$ cat src/rtl/key_cond_pkg.sv
// Shared types and constants for the push-button conditioning path.
package key_cond_pkg;

   typedef enum logic [2:0] {
      RELEASED,
      PRESS_DEB,
      HELD,
      LONG_HELD,
      RELEASE_DEB
   } key_state_t;

   localparam int DEF_DEBOUNCE_CYCLES = 1_000_000;
   localparam int DEF_LONG_CYCLES     = 50_000_000;
   localparam int DEF_REPEAT_CYCLES   = 12_500_000;

   // One spare bit above the largest terminal count.
   function automatic int cnt_width(input int a, input int b, input int c);
      int m;
      m = (a > b) ? a : b;
      m = (m > c) ? m : c;
      return $clog2(m) + 1;
   endfunction

endpackage

$ cat src/rtl/sync_2ff.sv
// Two-flop synchroniser for asynchronous board inputs; reset value selectable
// so an idle level can be presented from reset.
module sync_2ff #(
   parameter logic RST_VAL = 1'b0
) (
   input  logic clk,
   input  logic rst_n,
   input  logic d,
   output logic q
);

   logic meta;

   always_ff @(posedge clk or negedge rst_n) begin
      if (!rst_n) begin
         meta <= RST_VAL;
         q    <= RST_VAL;
      end else begin
         meta <= d;
         q    <= meta;
      end
   end

endmodule

$ cat src/rtl/key_conditioner.sv
// Debounces an active-low push button and emits press, release, long-press
// and auto-repeat strobes, each one cycle wide.
module key_conditioner
   import key_cond_pkg::*;
#(
   parameter int DEBOUNCE_CYCLES = DEF_DEBOUNCE_CYCLES,
   parameter int LONG_CYCLES     = DEF_LONG_CYCLES,
   parameter int REPEAT_CYCLES   = DEF_REPEAT_CYCLES
) (
   input  logic CLOCK_50,
   input  logic RESET_N,
   input  logic KEY_IN,
   output logic key_level,
   output logic press_pulse,
   output logic release_pulse,
   output logic long_pulse,
   output logic repeat_pulse
);

   localparam int CW = cnt_width(DEBOUNCE_CYCLES, LONG_CYCLES, REPEAT_CYCLES);
   localparam logic [CW-1:0] DEB_LAST  = CW'(DEBOUNCE_CYCLES - 1);
   localparam logic [CW-1:0] LONG_LAST = CW'(LONG_CYCLES - 1);
   localparam logic [CW-1:0] REP_LAST  = CW'(REPEAT_CYCLES - 1);

   logic          k;
   key_state_t    state;
   logic [CW-1:0] cnt;
   logic          long_flag;
   logic          lvl;
   logic          ev_press, ev_release, ev_long, ev_repeat;

   sync_2ff #(.RST_VAL(1'b1)) u_sync (
      .clk   (CLOCK_50),
      .rst_n (RESET_N),
      .d     (KEY_IN),
      .q     (k)
   );

   // A level change on k always wins over a terminal count in the same cycle.
   always_ff @(posedge CLOCK_50 or negedge RESET_N) begin
      if (!RESET_N) begin
         state      <= RELEASED;
         cnt        <= '0;
         long_flag  <= 1'b0;
         lvl        <= 1'b0;
         ev_press   <= 1'b0;
         ev_release <= 1'b0;
         ev_long    <= 1'b0;
         ev_repeat  <= 1'b0;
      end else begin
         ev_press   <= 1'b0;
         ev_release <= 1'b0;
         ev_long    <= 1'b0;
         ev_repeat  <= 1'b0;
         cnt        <= cnt + CW'(1);
         case (state)
            RELEASED: begin
               cnt <= '0;
               if (!k) state <= PRESS_DEB;
            end
            PRESS_DEB: begin
               if (k) begin
                  state <= RELEASED;
                  cnt   <= '0;
               end else if (cnt == DEB_LAST) begin
                  state    <= HELD;
                  cnt      <= '0;
                  lvl      <= 1'b1;
                  ev_press <= 1'b1;
               end
            end
            HELD: begin
               if (k) begin
                  state <= RELEASE_DEB;
                  cnt   <= '0;
               end else if (cnt == LONG_LAST) begin
                  state     <= LONG_HELD;
                  cnt       <= '0;
                  long_flag <= 1'b1;
                  ev_long   <= 1'b1;
               end
            end
            LONG_HELD: begin
               if (k) begin
                  state <= RELEASE_DEB;
                  cnt   <= '0;
               end else if (cnt == REP_LAST) begin
                  cnt       <= '0;
                  ev_repeat <= 1'b1;
               end
            end
            RELEASE_DEB: begin
               // Bounce back to holding restarts the long/repeat timer.
               if (!k) begin
                  state <= long_flag ? LONG_HELD : HELD;
                  cnt   <= '0;
               end else if (cnt == DEB_LAST) begin
                  state      <= RELEASED;
                  cnt        <= '0;
                  lvl        <= 1'b0;
                  long_flag  <= 1'b0;
                  ev_release <= 1'b1;
               end
            end
            default: begin
               state <= RELEASED;
               cnt   <= '0;
            end
         endcase
      end
   end

   always_ff @(posedge CLOCK_50 or negedge RESET_N) begin
      if (!RESET_N) begin
         key_level     <= 1'b0;
         press_pulse   <= 1'b0;
         release_pulse <= 1'b0;
         long_pulse    <= 1'b0;
         repeat_pulse  <= 1'b0;
      end else begin
         key_level     <= lvl;
         press_pulse   <= ev_press;
         release_pulse <= ev_release;
         long_pulse    <= ev_long;
         repeat_pulse  <= ev_repeat;
      end
   end

endmodule

$ cat config.mk
export PLATFORM = sky130hd
export DESIGN_NAME = key_conditioner
export DESIGN_NICKNAME = d
export VERILOG_FILES = /design/src/rtl/key_cond_pkg.sv /design/src/rtl/sync_2ff.sv /design/src/rtl/key_conditioner.sv
export SDC_FILE = /design/constraint.sdc
export NUM_CORES = 1
export LEC_CHECK = 0
export ABC_AREA = 1
export ABC_CLOCK_PERIOD_IN_PS = 1650
export BUFFER_PORTS_ARGS = -buffer_cell sky130_fd_sc_hd__buf_2
export CORE_AREA = 2 2 61 106
export CTS_BUF_LIST = sky130_fd_sc_hd__clkbuf_16
export CTS_CLUSTER_SIZE = 20
export DETAILED_ROUTE_END_ITERATION = 8
export DIE_AREA = 0 0 63 108
export HOLD_SLACK_MARGIN = 0.15
export PLACE_DENSITY = 0.58
export SYNTH_ARGS = -nofsm -noshare
export SYNTH_HDL_FRONTEND = slang
export SYNTH_SLANG_ARGS = --single-unit
$ cat constraint.sdc
create_clock -name CLOCK_50 -period 1.65 [get_ports CLOCK_50]
set_input_delay 0.33 -clock CLOCK_50 [delete_from_list [all_inputs] [get_ports CLOCK_50]]
set_output_delay 0.33 -clock CLOCK_50 [all_outputs]
set_load 0.01 [all_outputs]
# After elaboration in Yosys (flattened, before gate mapping)
# Index checks and enable logic that the tools add are counted.
[classes]
addsub = 1
n_eq_ne = 18
mux = 37
n_reduce_logical = 6
[ops]
columns = ["operator", "count"]
rows = [
  ["$mux W27", 7],
  ["$pmux W27 S4", 1],
  ["$add A27 B1 Y27 const B", 1],
  ["$eq A27 B20 Y1 const B", 1],
  ["$eq A27 B24 Y1 const B", 1],
  ["$eq A27 B26 Y1 const B", 1],
  ["$mux W3", 8],
  ["$mux W1", 18],
  ["$pmux W3 S5", 1],
  ["$reduce_and A5 Y1", 3],
  ["$ne A2 B2 Y1 const B", 6],
  ["$eq A3 B2 Y1 const B", 2],
  ["$ne A3 B2 Y1 const B", 2],
  ["$ne A2 B1 Y1 const B", 2],
  ["$pmux W1 S2", 2],
  ["$reduce_bool A2 Y1", 2],
  ["$eq A3 B1 Y1 const B", 1],
  ["$eq A3 B3 Y1 const B", 1],
  ["$logic_not A3 Y1", 1],
  ["$ne A3 B3 Y1 const B", 1],
]
[totals]
reg_bits = 43
input_bits = 3
out_inout_bits = 5
wordCells = 77

# Depth between registers and ports, before layout
# Gate-level depths: netlist (run 1).
[depth]
word_depth = 4
ltp_mapped = 11
mapped_depth_nobuf = 10

# Hierarchy
# A second synthesis (run 1) with hierarchy kept.
[hier_totals]
hier_cells = 303
hier_area_um2 = 2627.5
[by_module_without_submodules]
columns = ["module", "instances", "cells_per_inst", "area_each_um2", "seq_area_each_um2"]
rows = [
  ["key_conditioner", 1, 301, 2575.0, 1026.0],
  ["sync_2ff", 1, 2, 52.6, 52.6],
]

# Worst setup path after synthesis (run 1)
# No wires, ideal clock.
[synth_timing]
path_type = "register -> register"
start = "register cnt[0]"
end = "register cnt[17]"
setup_ps = 118
t_arrival_ps = 1529
t_required_ps = 1532
path_slack_ps = 2
stages_incl_launch_ff = 12
path_buffers = 1
period_less_slack_ps = 1648
path_cell_list = "dfrtp_1 > ha_1 > nand2_2 > nor2_4 > nand2_1 > nor2_2 > nand2_2 > nand2_2 > nand2_2 > nor2_8 > buf_6 > nor2_1"
[synth_between]
elab_chain_cells = 4
word_cells_on_any_way = 12
classes_between = "add/sub: 1; eq/ne: 3; mux: 8"
[synth_rtl]
columns = ["item", "line", "rtl"]
rows = [
  ["start, declared", "key_conditioner.sv:27", "logic [CW-1:0] cnt;"],
  ["start signal, assigned", "key_conditioner.sv:55", "cnt <= cnt + CW'(1);"],
  ["$add A27 B1 Y27 (tied with other cells)", "key_conditioner.sv:55", ""],
  ["$mux W27 (on tied branches) (2 in a row)", "n/a", ""],
  ["$pmux W27 S4 (*)", "key_conditioner.sv:56", "case (state)"],
]
# Every way passes the cells marked *; elsewhere a longest branch is shown, timed or not.
# A chain may end at the register's enable or synchronous reset.

# Worst setup path after layout (run 1)
[layout_timing]
start = "register cnt[1]"
end = "register cnt[15]"
# The elaborated chain is that of the path after synthesis.

==> out/results.tsv, run 1 <==
stage	metric	value	unit
global_route	gr-usage-all-layers	0.2098	
placed_design	place_congestion	0.8949	
timing	max_freq	0.5521	GHz
yosys	ys_warn_count	0	
flow_run	max_cap_viol_count	0	
floorplan	io_pins	8	
timing	finalCritPeriodShare	1.098	
routing	drc	0	
yosys	netlist_area	2323	µm²
routing	drt_iter0_drc	72	
yosys	ys_ff_latch	43	
timing	min_period	1.811	ns
placed_design	dp_slack	-0.1113	ns
layout	fin_cells	460	
global_route	grt_pass1_wl	10.84	mm
floorplan	core-area	5879	µm²
cts	clock-sinks	43	
global_route	grt_pass1_vias	2348	
placed_design	port_buffers	7	
power	pwr-share-clk	0.319	
power	vdd_drop_max	0.8172	mV
layout	final_layout_size_suffix_gt1_frac	0.3010	
yosys	seq_area_frac_synth	0.4642	
timing	fin_skew	0.004267	ns
outcome	violations	negative setup slack	
floorplan	dieWidth	63	µm
power	switchingPower	1061	µW
power	p_per_area	994.9	nW/µm²
power	p_int	2174	µW
outcome	outcome	finished, violations left	
layout	n_antenna_cell	0	
layout	area_delta_synth_final	39.96	%
cts	cts_buffers	5	
global_route	grt_overflow_total	0	
placed_design	placed_area	2786	µm²
routing	ant_nets	0	
routing	firstDrtPassIters	4	
worst_setup_path	crit_fanout	8	
min_path	hp-class	flop to flop	
timing	tns	-3.446	ns
worst_setup_path	required	1.83	ns
floorplan	die_area	6804	µm²
cts	ctsHtreeMaxLevel	2	
worst_setup_path	cp.arrival	1.99	ns
timing	rsz0062_at_grt	true	
power	p_seq_frac	0.357	
timing	hold_violations	0	
routing	wl_per_cell	14.38	µm
cts	clk_latency	0.29	ns
yosys	syn_nets	315	
cts	clk_pin_slew	0.07	ns
yosys	syn_avg_cell_area	7.471	µm²
layout	multi_input_area	1221	µm²
layout	seq_area	1079	µm²
layout	fillers	552	
yosys	postSynthCellCount	311	
routing	drt-total-wl	6.613	mm
routing	vias	2258	
routing	avgViaCountPerCell	4.909	
power	power_leakage	0.001493	µW
worst_setup_path	end_kind	flop	
layout	finalNetCount	385	
placed_design	dp_cells	436	
cts	clk_path_buf_depth	2	
power	combPwrFrac	0.324	
cts	cts-root-buf	clkbuf_16	
timing	setup_viol	28	
floorplan	core.rowCount	37	
timing	slew_violations	0	
global_route	antenna_found_initial	0	
placed_design	dpl.hpwl	4.913	mm
worst_setup_path	cp-start-kind	flop	
timing	worst_slack	-0.1613	ns
timing	worst_pin_slew	0.3523	ns
yosys	synthDistinctLibCells	23	
worst_setup_path	path_class	flop to flop	
timing	max_slew_margin	0.7652	
layout	design_area	3252	µm²
global_route	grt_max_degree	21	
cts	cts_tree	yes	
floorplan	floorplan.initialDensity	0.3952	
floorplan	die-height	108	µm
power	netSwitchingFraction	0.3281	
Yosys cell counts, drive strengths merged:
master,number,area [µm²]
a21oi,2,10.01
a31oi,1,6.260
buf,2,22.52
dfrtp,41,1026
dfstp,2,52.55
ha,1,12.51
inv,42,157.7
nand2,73,289.0
nand3,19,95.09
nand4,7,43.79
nor2,79,330.3
nor3,13,65.06
nor3b,1,7.510
o2111ai,1,8.760
o211ai,1,7.510
o21ai,10,50.05
o31ai,1,7.510
xnor2,2,17.52
xor2,13,113.9
sequential cells by signal, summed over array words and instances, names as in the netlist:
register / cells
key_level: 1
cnt: 27
release_pulse: 1
u_sync.meta: 1
lvl: 1
state: 3
repeat_pulse: 1
ev_release: 1
long_flag: 1
ev_repeat: 1
ev_press: 1
press_pulse: 1
ev_long: 1
long_pulse: 1
u_sync.q: 1
timing repair:
action,CTS,global route
buffers inserted,9,5
hold endpoints to repair,13,0
endpoints found under the setup margin,29,32
pin swaps,7,6
cloned,1,0
resized for setup,15,32
hold buffers,2,0
critical path: stages, from the launching register on:
cell	delay (ns)
dfrtp_1	0.36
ha_2	0.19
nand2_2	0.08
nor2_4	0.19
nand2_2	0.10
nor2_4	0.12
nand2_4	0.09
nand2_4	0.09
nand2_4	0.07
nor2_8	0.14
buf_12	0.12
buf_12	0.12
nor2_1	0.04
through the flow:
step	hold slack, ns	power, µW	util
after detailed placement	0.2562	1910	0.4739
after global placement	0.2560	1899	0.4739
after global routing	0.3680	3372	0.5531
final	0.3562	3235	0.5531
after floorplan	0.03441	1603	-
after CTS	0.3556	3258	0.5312
layout make-up:
class / instances / area share
Inverter: 42 / 0.04848
Sequential cell: 43 / 0.3317
Clock inverter: 3 / 0.008080
Tap cell: 78 / 0.03001
Multi-Input combinational cell: 224 / 0.3755
Timing Repair Buffer: 65 / 0.1678
Clock buffer: 5 / 0.03848
cells in the final DEF, fill, tap and decap left out:
cell type	n
dfrtp_1	41
nor3b_1	1
nand2_4	6
nor2_1	58
nand3_2	4
a21oi_1	2
nand2_2	5
dfstp_2	2
nand2_1	62
clkbuf_16	5
a31oi_1	1
inv_6	3
o211ai_1	1
o2111ai_1	1
buf_12	5
dlygate4sd3_1	2
buf_2	7
nor2_2	14
nand4_1	7
buf_4	49
nor3_4	1
nand3_1	15
nor3_1	10
inv_1	42
nor2_4	6
nor3_2	2
xor2_1	13
o21ai_2	2
ha_2	1
nor2_8	1
o31ai_1	1
o21ai_0	8
buf_6	2
xnor2_1	2
layer usage:
layer / track usage / up-vias / part of all wire
met3: 0.02393 / 24 / 0.025
li1: - / 1112 / -
met2: 0.4058 / 51 / 0.57
met5: 0 / - / 0
met1: 0.2009 / 1071 / 0.34
met4: 0.1476 / 0 / 0.059
kinds of logic after synthesis:
logic type | count (synthesis) | share of synthesized area
AND/OR/NAND/NOR | 192 | 0.3576
buffers and inverters | 44 | 0.07754
flip-flops | 43 | 0.4642
AO/OA/AOI/OAI | 16 | 0.03878
XOR/XNOR | 15 | 0.05654
adder cells (fa/ha/maj) | 1 | 0.005384
power by group through the flow:
stage / combinational, µW / clock [µW] / sequential, µW
2_1_floorplan: 441 / 0 / 1160
3_3_place_gp: 730 / 0 / 1170
3_5_place_dp: 740 / 0 / 1170
4_1_cts: 1070 / 1040 / 1150
5_1_grt: 1130 / 1080 / 1160
6_report: 1050 / 1030 / 1160
worst paths after layout:
path | startpoint | slack, ns | cells after the start | to
max | cnt[1] | -0.16 | 12 | cnt[15]
min | ev_press | 0.36 | 0 | press_pulse
max reg2reg | cnt[1] | -0.16 | 12 | cnt[15]
min reg2reg | ev_press | 0.36 | 0 | press_pulse
max in group asynchronous | RESET_N | 0.71 | 3 | cnt[5]
min in group asynchronous | RESET_N | 0.47 | 2 | repeat_pulse
(Power assumes the default switching activity.)
==> run 2, diff against run 1 <==
--- a/config.mk
+++ b/config.mk
@@ -14,7 +14,6 @@
 export DETAILED_ROUTE_END_ITERATION = 8
 export DIE_AREA = 0 0 63 108
 export HOLD_SLACK_MARGIN = 0.15
-export PLACE_DENSITY = 0.58
 export SYNTH_ARGS = -nofsm -noshare
 export SYNTH_HDL_FRONTEND = slang
 export SYNTH_SLANG_ARGS = --single-unit
==> run 2 against run 1 <==
  * The run still ends with negative setup slack left
  * Flip-flop and latch count unchanged
  * Combinational power down 25%
  * Critical path depth decreased by 1
  * Non-clock buffer count increased by 7
  * Critical endpoint is now cnt[2]
  * Largest cell class unchanged
  * Critical path type unchanged
==> out/results.tsv, run 2 (synthesis results as in run 1) <==
stage	metric	value	unit
timing	slew_violations	0	
timing	rsz0062_at_grt	true	
timing	min_period	1.735	ns
cts	clk_latency	0.29	ns
floorplan	core-area	5879	µm²
floorplan	die_area	6804	µm²
routing	wl_per_cell	13.94	µm
floorplan	die-height	108	µm
placed_design	dpl.hpwl	4.885	mm
layout	n_antenna_cell	0	
worst_setup_path	end_kind	flop	
cts	clk_path_buf_depth	2	
timing	max_slew_margin	0.7470	
outcome	outcome	finished, violations left	
routing	vias	2267	
placed_design	dp_slack	-0.1725	ns
timing	tns	-1.874	ns
layout	final_layout_size_suffix_gt1_frac	0.3033	
layout	final_cell_mix	nor2_1, nand2_1, buf_4	
timing	fin_skew	0.007510	ns
cts	cts_tree	yes	
power	vdd_drop_max	0.8292	mV
power	pwr-share-clk	0.334	
layout	top_regs	cnt x27, state x3	
global_route	grt_pass1_vias	2391	
timing	setup_viol	28	
power	p_int	2002	µW
floorplan	core.rowCount	37	
placed_design	place_congestion	0.8825	
cts	cts_buffers	5	
routing	firstDrtPassIters	4	
power	switchingPower	914.8	µW
worst_setup_path	path_class	flop to flop	
outcome	violations	negative setup slack	
layout	area_delta_synth_final	38.45	%
global_route	antenna_found_initial	0	
floorplan	floorplan.initialDensity	0.3952	
layout	max_flop_register	cnt	
cts	cts-root-buf	clkbuf_16	
layout	multi_input_area	1164	µm²
power	p_seq_frac	0.396	
worst_setup_path	cp.arrival	1.91	ns
global_route	grt_max_degree	44	
power	p_per_area	906.7	nW/µm²
timing	hold_violations	0	
global_route	grt_overflow_total	0	
routing	avgViaCountPerCell	4.854	
worst_setup_path	crit_fanout	15	
routing	ant_nets	0	
placed_design	port_buffers	7	
cts	clk_pin_slew	0.06	ns
cts	ctsHtreeMaxLevel	2	
worst_setup_path	cp-start-kind	flop	
power	power_leakage	0.001476	µW
layout	fillers	562	
layout	seq_area	1080	µm²
global_route	grt_pass1_wl	10.55	mm
power	combPwrFrac	0.270	
layout	largest_reg_flops	27	
floorplan	dieWidth	63	µm
routing	drc	0	
timing	finalCritPeriodShare	1.052	
power	netSwitchingFraction	0.3136	
layout	layout_commonest_cell	nor2_1	
cts	clock-sinks	43	
min_path	hp-class	flop to flop	
floorplan	io_pins	8	
routing	drt-total-wl	6.510	mm
layout	finalNetCount	392	
timing	worst_slack	-0.08549	ns
timing	max_freq	0.5762	GHz
timing	worst_pin_slew	0.3787	ns
routing	drt_iter0_drc	64	
global_route	gr-usage-all-layers	0.2049	
flow_run	max_cap_viol_count	0	
worst_setup_path	required	1.83	ns
-- run 2: cell type report --
cell class	count	share of cell area
Multi-Input combinational cell	224	0.3617
Sequential cell	43	0.3357
Timing Repair Buffer	72	0.1781
Inverter	42	0.04901
Clock buffer	5	0.03890
Tap cell	78	0.03034
Clock inverter	3	0.006223
-- run 2: worst paths after layout --
| check | startpoint | to | slack (ns) | cells after the start |
|---|---|---|---|---|
| setup reg to reg | cnt[0] | cnt[2] | -0.09 | 11 |
| min in group asynchronous | RESET_N | cnt[5] | 0.55 | 3 |
| hold reg to reg | ev_release | release_pulse | 0.35 | 0 |
| max in group asynchronous | RESET_N | u_sync.q | 0.82 | 3 |
| setup / recovery | cnt[0] | cnt[2] | -0.09 | 11 |
| hold / removal | ev_release | release_pulse | 0.35 | 0 |
-- run 2: repair_timing --
item | CTS | global route
hold buffers | 2 | 0
endpoints found under the setup margin | 29 | 31
buffers inserted | 4 | 4
gates resized for setup | 12 | 25
pin swaps | 6 | 9
endpoints found under the hold margin | 42 | 0
-- run 2: worst max-delay path, cell delays in order (launching register included) --
cell	delay, ns
dfrtp_1	0.35
ha_2	0.19
nand2_2	0.08
nor2_4	0.17
nand2_2	0.09
nor2_4	0.13
nand2_2	0.09
nand2_1	0.10
nand2_2	0.09
nor2_8	0.12
buf_12	0.15
nor3_1	0.05
-- run 2: layer usage --
metal,GRT usage,routed length [µm],up-vias
li1,-,-,1128
met1,0.2007,2459,1073
met2,0.3784,3547,39
met3,0.02914,136,27
met4,0.1619,367,0
met5,0,0,-
-- run 2: through the flow --
step	utilization	total power (µW)	hold slack, ns	cells	area, µm²
finish	0.5471	2917	0.3491	467	3217
global route	0.5471	3067	0.3627	467	3217
CTS	0.5297	2896	0.3551	463	3114
detailed placement	0.4905	1887	0.3208	449	2884
global placement	0.4905	1886	0.3229	449	2884
floorplan	-	1603	0.03441	311	2323
-- run 2: power groups by stage --
stage	Combinational, µW	Clock [µW]	Sequential (µW)
3_5_place_dp	715	0	1170
3_3_place_gp	717	0	1170
5_1_grt	870	1040	1160
6_report	787	974	1160
2_1_floorplan	441	0	1160
4_1_cts	755	988	1150
==> run 3, diff against run 2 <==
--- a/config.mk
+++ b/config.mk
@@ -14,6 +14,7 @@
 export DETAILED_ROUTE_END_ITERATION = 8
 export DIE_AREA = 0 0 63 108
 export HOLD_SLACK_MARGIN = 0.15
+export RECOVER_POWER = 25
 export SYNTH_ARGS = -nofsm -noshare
 export SYNTH_HDL_FRONTEND = slang
 export SYNTH_SLANG_ARGS = --single-unit
==> run 3 against run 2 <==
  * The run still ends with negative setup slack left
  * Critical path depth unchanged
  * Setup slack improved by 0.0032 ns
  * Via count rose by 0.26%
  * Power down 0.39%
  * Die area unchanged
  * Register-to-register slack is essentially flat
  * First-iteration DRC count decreased by 19%
  * Non-clock buffer count unchanged
  * Combinational power fell by 2%
  * Highest routed layer unchanged
==> out/results.tsv, run 3 (synthesis results as in run 1) <==
stage	metric	value	unit
worst_setup_path	crit_chain	ha_2 -> nand2_2 -> nor2_4 -> nand2_2 -> nor2_4 -> nand2_2 -> nand2_1 -> nand2_2 -> nor2_8 -> buf_12 -> nor3_1	
power	vdd_drop_max	0.8292	mV
layout	top_regs	cnt x27, state x3	
layout	fin_cells	467	
outcome	violations	negative setup slack	
layout	multi_input_area	1164	µm²
global_route	grt_overflow_total	0	
worst_setup_path	path_class	flop to flop	
cts	clk_latency	0.29	ns
worst_setup_path	path_common_cell	nand2_2	
layout	seq_area	1080	µm²
outcome	outcome	finished, violations left	
routing	avgViaCountPerCell	4.867	
routing	ant_nets	0	
global_route	grt_max_degree	44	
floorplan	dieWidth	63	µm
placed_design	placed_area	2884	µm²
layout	final_cell_mix	nor2_1, nand2_1, buf_4	
cts	clock-sinks	43	
layout	layout_commonest_cell	nor2_1	
global_route	antenna_found_initial	0	
timing	worst_slack	-0.08225	ns
layout	area_delta_synth_final	37.80	%
global_route	grt_pass1_vias	2391	
worst_setup_path	end_kind	flop	
floorplan	die_area	6804	µm²
layout	final_layout_size_suffix_gt1_frac	0.3033	
floorplan	die-height	108	µm
layout	fillers	563	
power	p_per_area	907.4	nW/µm²
global_route	grt_pass1_wl	10.55	mm
placed_design	dp_cells	449	
layout	n_antenna_cell	0	
routing	wl_per_cell	13.88	µm
timing	setup_viol	28	
cts	cts-root-buf	clkbuf_16	
cts	clk_path_buf_depth	2	
timing	worst_pin_slew	0.9517	ns
cts	clk_pin_slew	0.06	ns
timing	finalCritPeriodShare	1.050	
global_route	busiest_layer	met2	
timing	max_freq	0.5773	GHz
worst_setup_path	cp-start-kind	flop	
placed_design	dpl.hpwl	4.885	mm
min_path	hp-class	flop to flop	
layout	finalNetCount	392	
timing	min_period	1.732	ns
timing	rsz0062_at_grt	true	
global_route	gr-usage-all-layers	0.2049	
layout	largest_reg_flops	27	
cts	ctsHtreeMaxLevel	2	
floorplan	core.rowCount	37	
floorplan	floorplan.initialDensity	0.3952	
global_route	grtUsageMet3	0.02914	
power	power_leakage	0.001471	µW
placed_design	port_buffers	7	
layout	design_area	3202	µm²
timing	tns	-1.824	ns
placed_design	place_congestion	0.8825	
floorplan	io_pins	8	
timing	fin_skew	0.008342	ns
cts	cts_tree	yes	
worst_setup_path	cp.arrival	1.91	ns
worst_setup_path	required	1.82	ns
timing	slew_violations	0	
routing	vias	2273	
layout	max_flop_register	cnt	
worst_setup_path	crit_fanout	15	
cts	cts_buffers	5	
floorplan	core-area	5879	µm²
global_route	use_met1	0.2007	
worst_setup_path	crit_slowest_cell	dfrtp_1	
routing	drt_iter0_drc	52	
routing	drc	0	
global_route	gr-usage-met2	0.3784	
routing	firstDrtPassIters	4	
routing	drt-total-wl	6.484	mm
flow_run	max_cap_viol_count	0	
timing	hold_violations	0	
timing	max_slew_margin	0.3655	
layout	finish.utilization	0.5446	
worst_setup_path	slowest_delay	0.35	ns
[run 3: cell count changes in the layout (fill, tap and decap cells not counted)]
cell / before / now
buf_12: 3 / 2
buf_2: 7 / 8
[run 3: through the flow]
stage,total power [µW],hold slack [ns],setup WS [ns]
floorplan,1603,0.03441,0.002264
global placement,1886,0.3229,-0.1353
detailed placement,1887,0.3208,-0.1725
CTS,2896,0.3551,-0.06531
global route,3062,0.3627,-0.1847
finish,2905,0.3495,-0.08225
[run 3: layout make-up]
class                           instances  area share
Multi-Input combinational cell        224      0.3634
Sequential cell                        43      0.3372
Timing Repair Buffer                   72      0.1743
Inverter                               42     0.04924
Clock buffer                            5     0.03908
Tap cell                               78     0.03048
Clock inverter                          3    0.006252
[run 3: critical path: cells and delay by family (launching register included)]
family	cells	cell delay, ns
flip-flops	1	0.35
AND/OR/NAND/NOR	9	0.92
buffers and inverters	1	0.15
adder cells (fa/ha/maj)	1	0.19
[run 3: repair_timing]
item / CTS / global route
resized for setup: 12 / 25
buffers inserted: 4 / 4
endpoints found under the setup margin: 29 / 31
hold endpoints to repair: 42 / 0
hold buffers: 2 / 0
pin swaps: 6 / 9
[run 3: worst paths after layout]
path                            depth (start not counted)            end  slack [ns]       start
min in group asynchronous                               3         cnt[5]        0.81     RESET_N
worst min register to register                          0  release_pulse        0.35  ev_release
worst min-delay path                                    0  release_pulse        0.35  ev_release
max in group asynchronous                               3         cnt[9]        0.20     RESET_N
worst max register to register                         11         cnt[2]       -0.08      cnt[0]
worst max-delay path                                   11         cnt[2]       -0.08      cnt[0]
[run 3: power by group]
group	leakage, µW	switching [µW]	internal (µW)
sequential	0.000589	48.8	1110
combinational	0.000816	440	333
clock	0.0000658	419	557
[run 3: per-layer routing]
metal	vias up	routed length [µm]
met2	46	3551
li1	1130	-
met4	0	376
met5	-	0
met1	1069	2415
met3	28	140
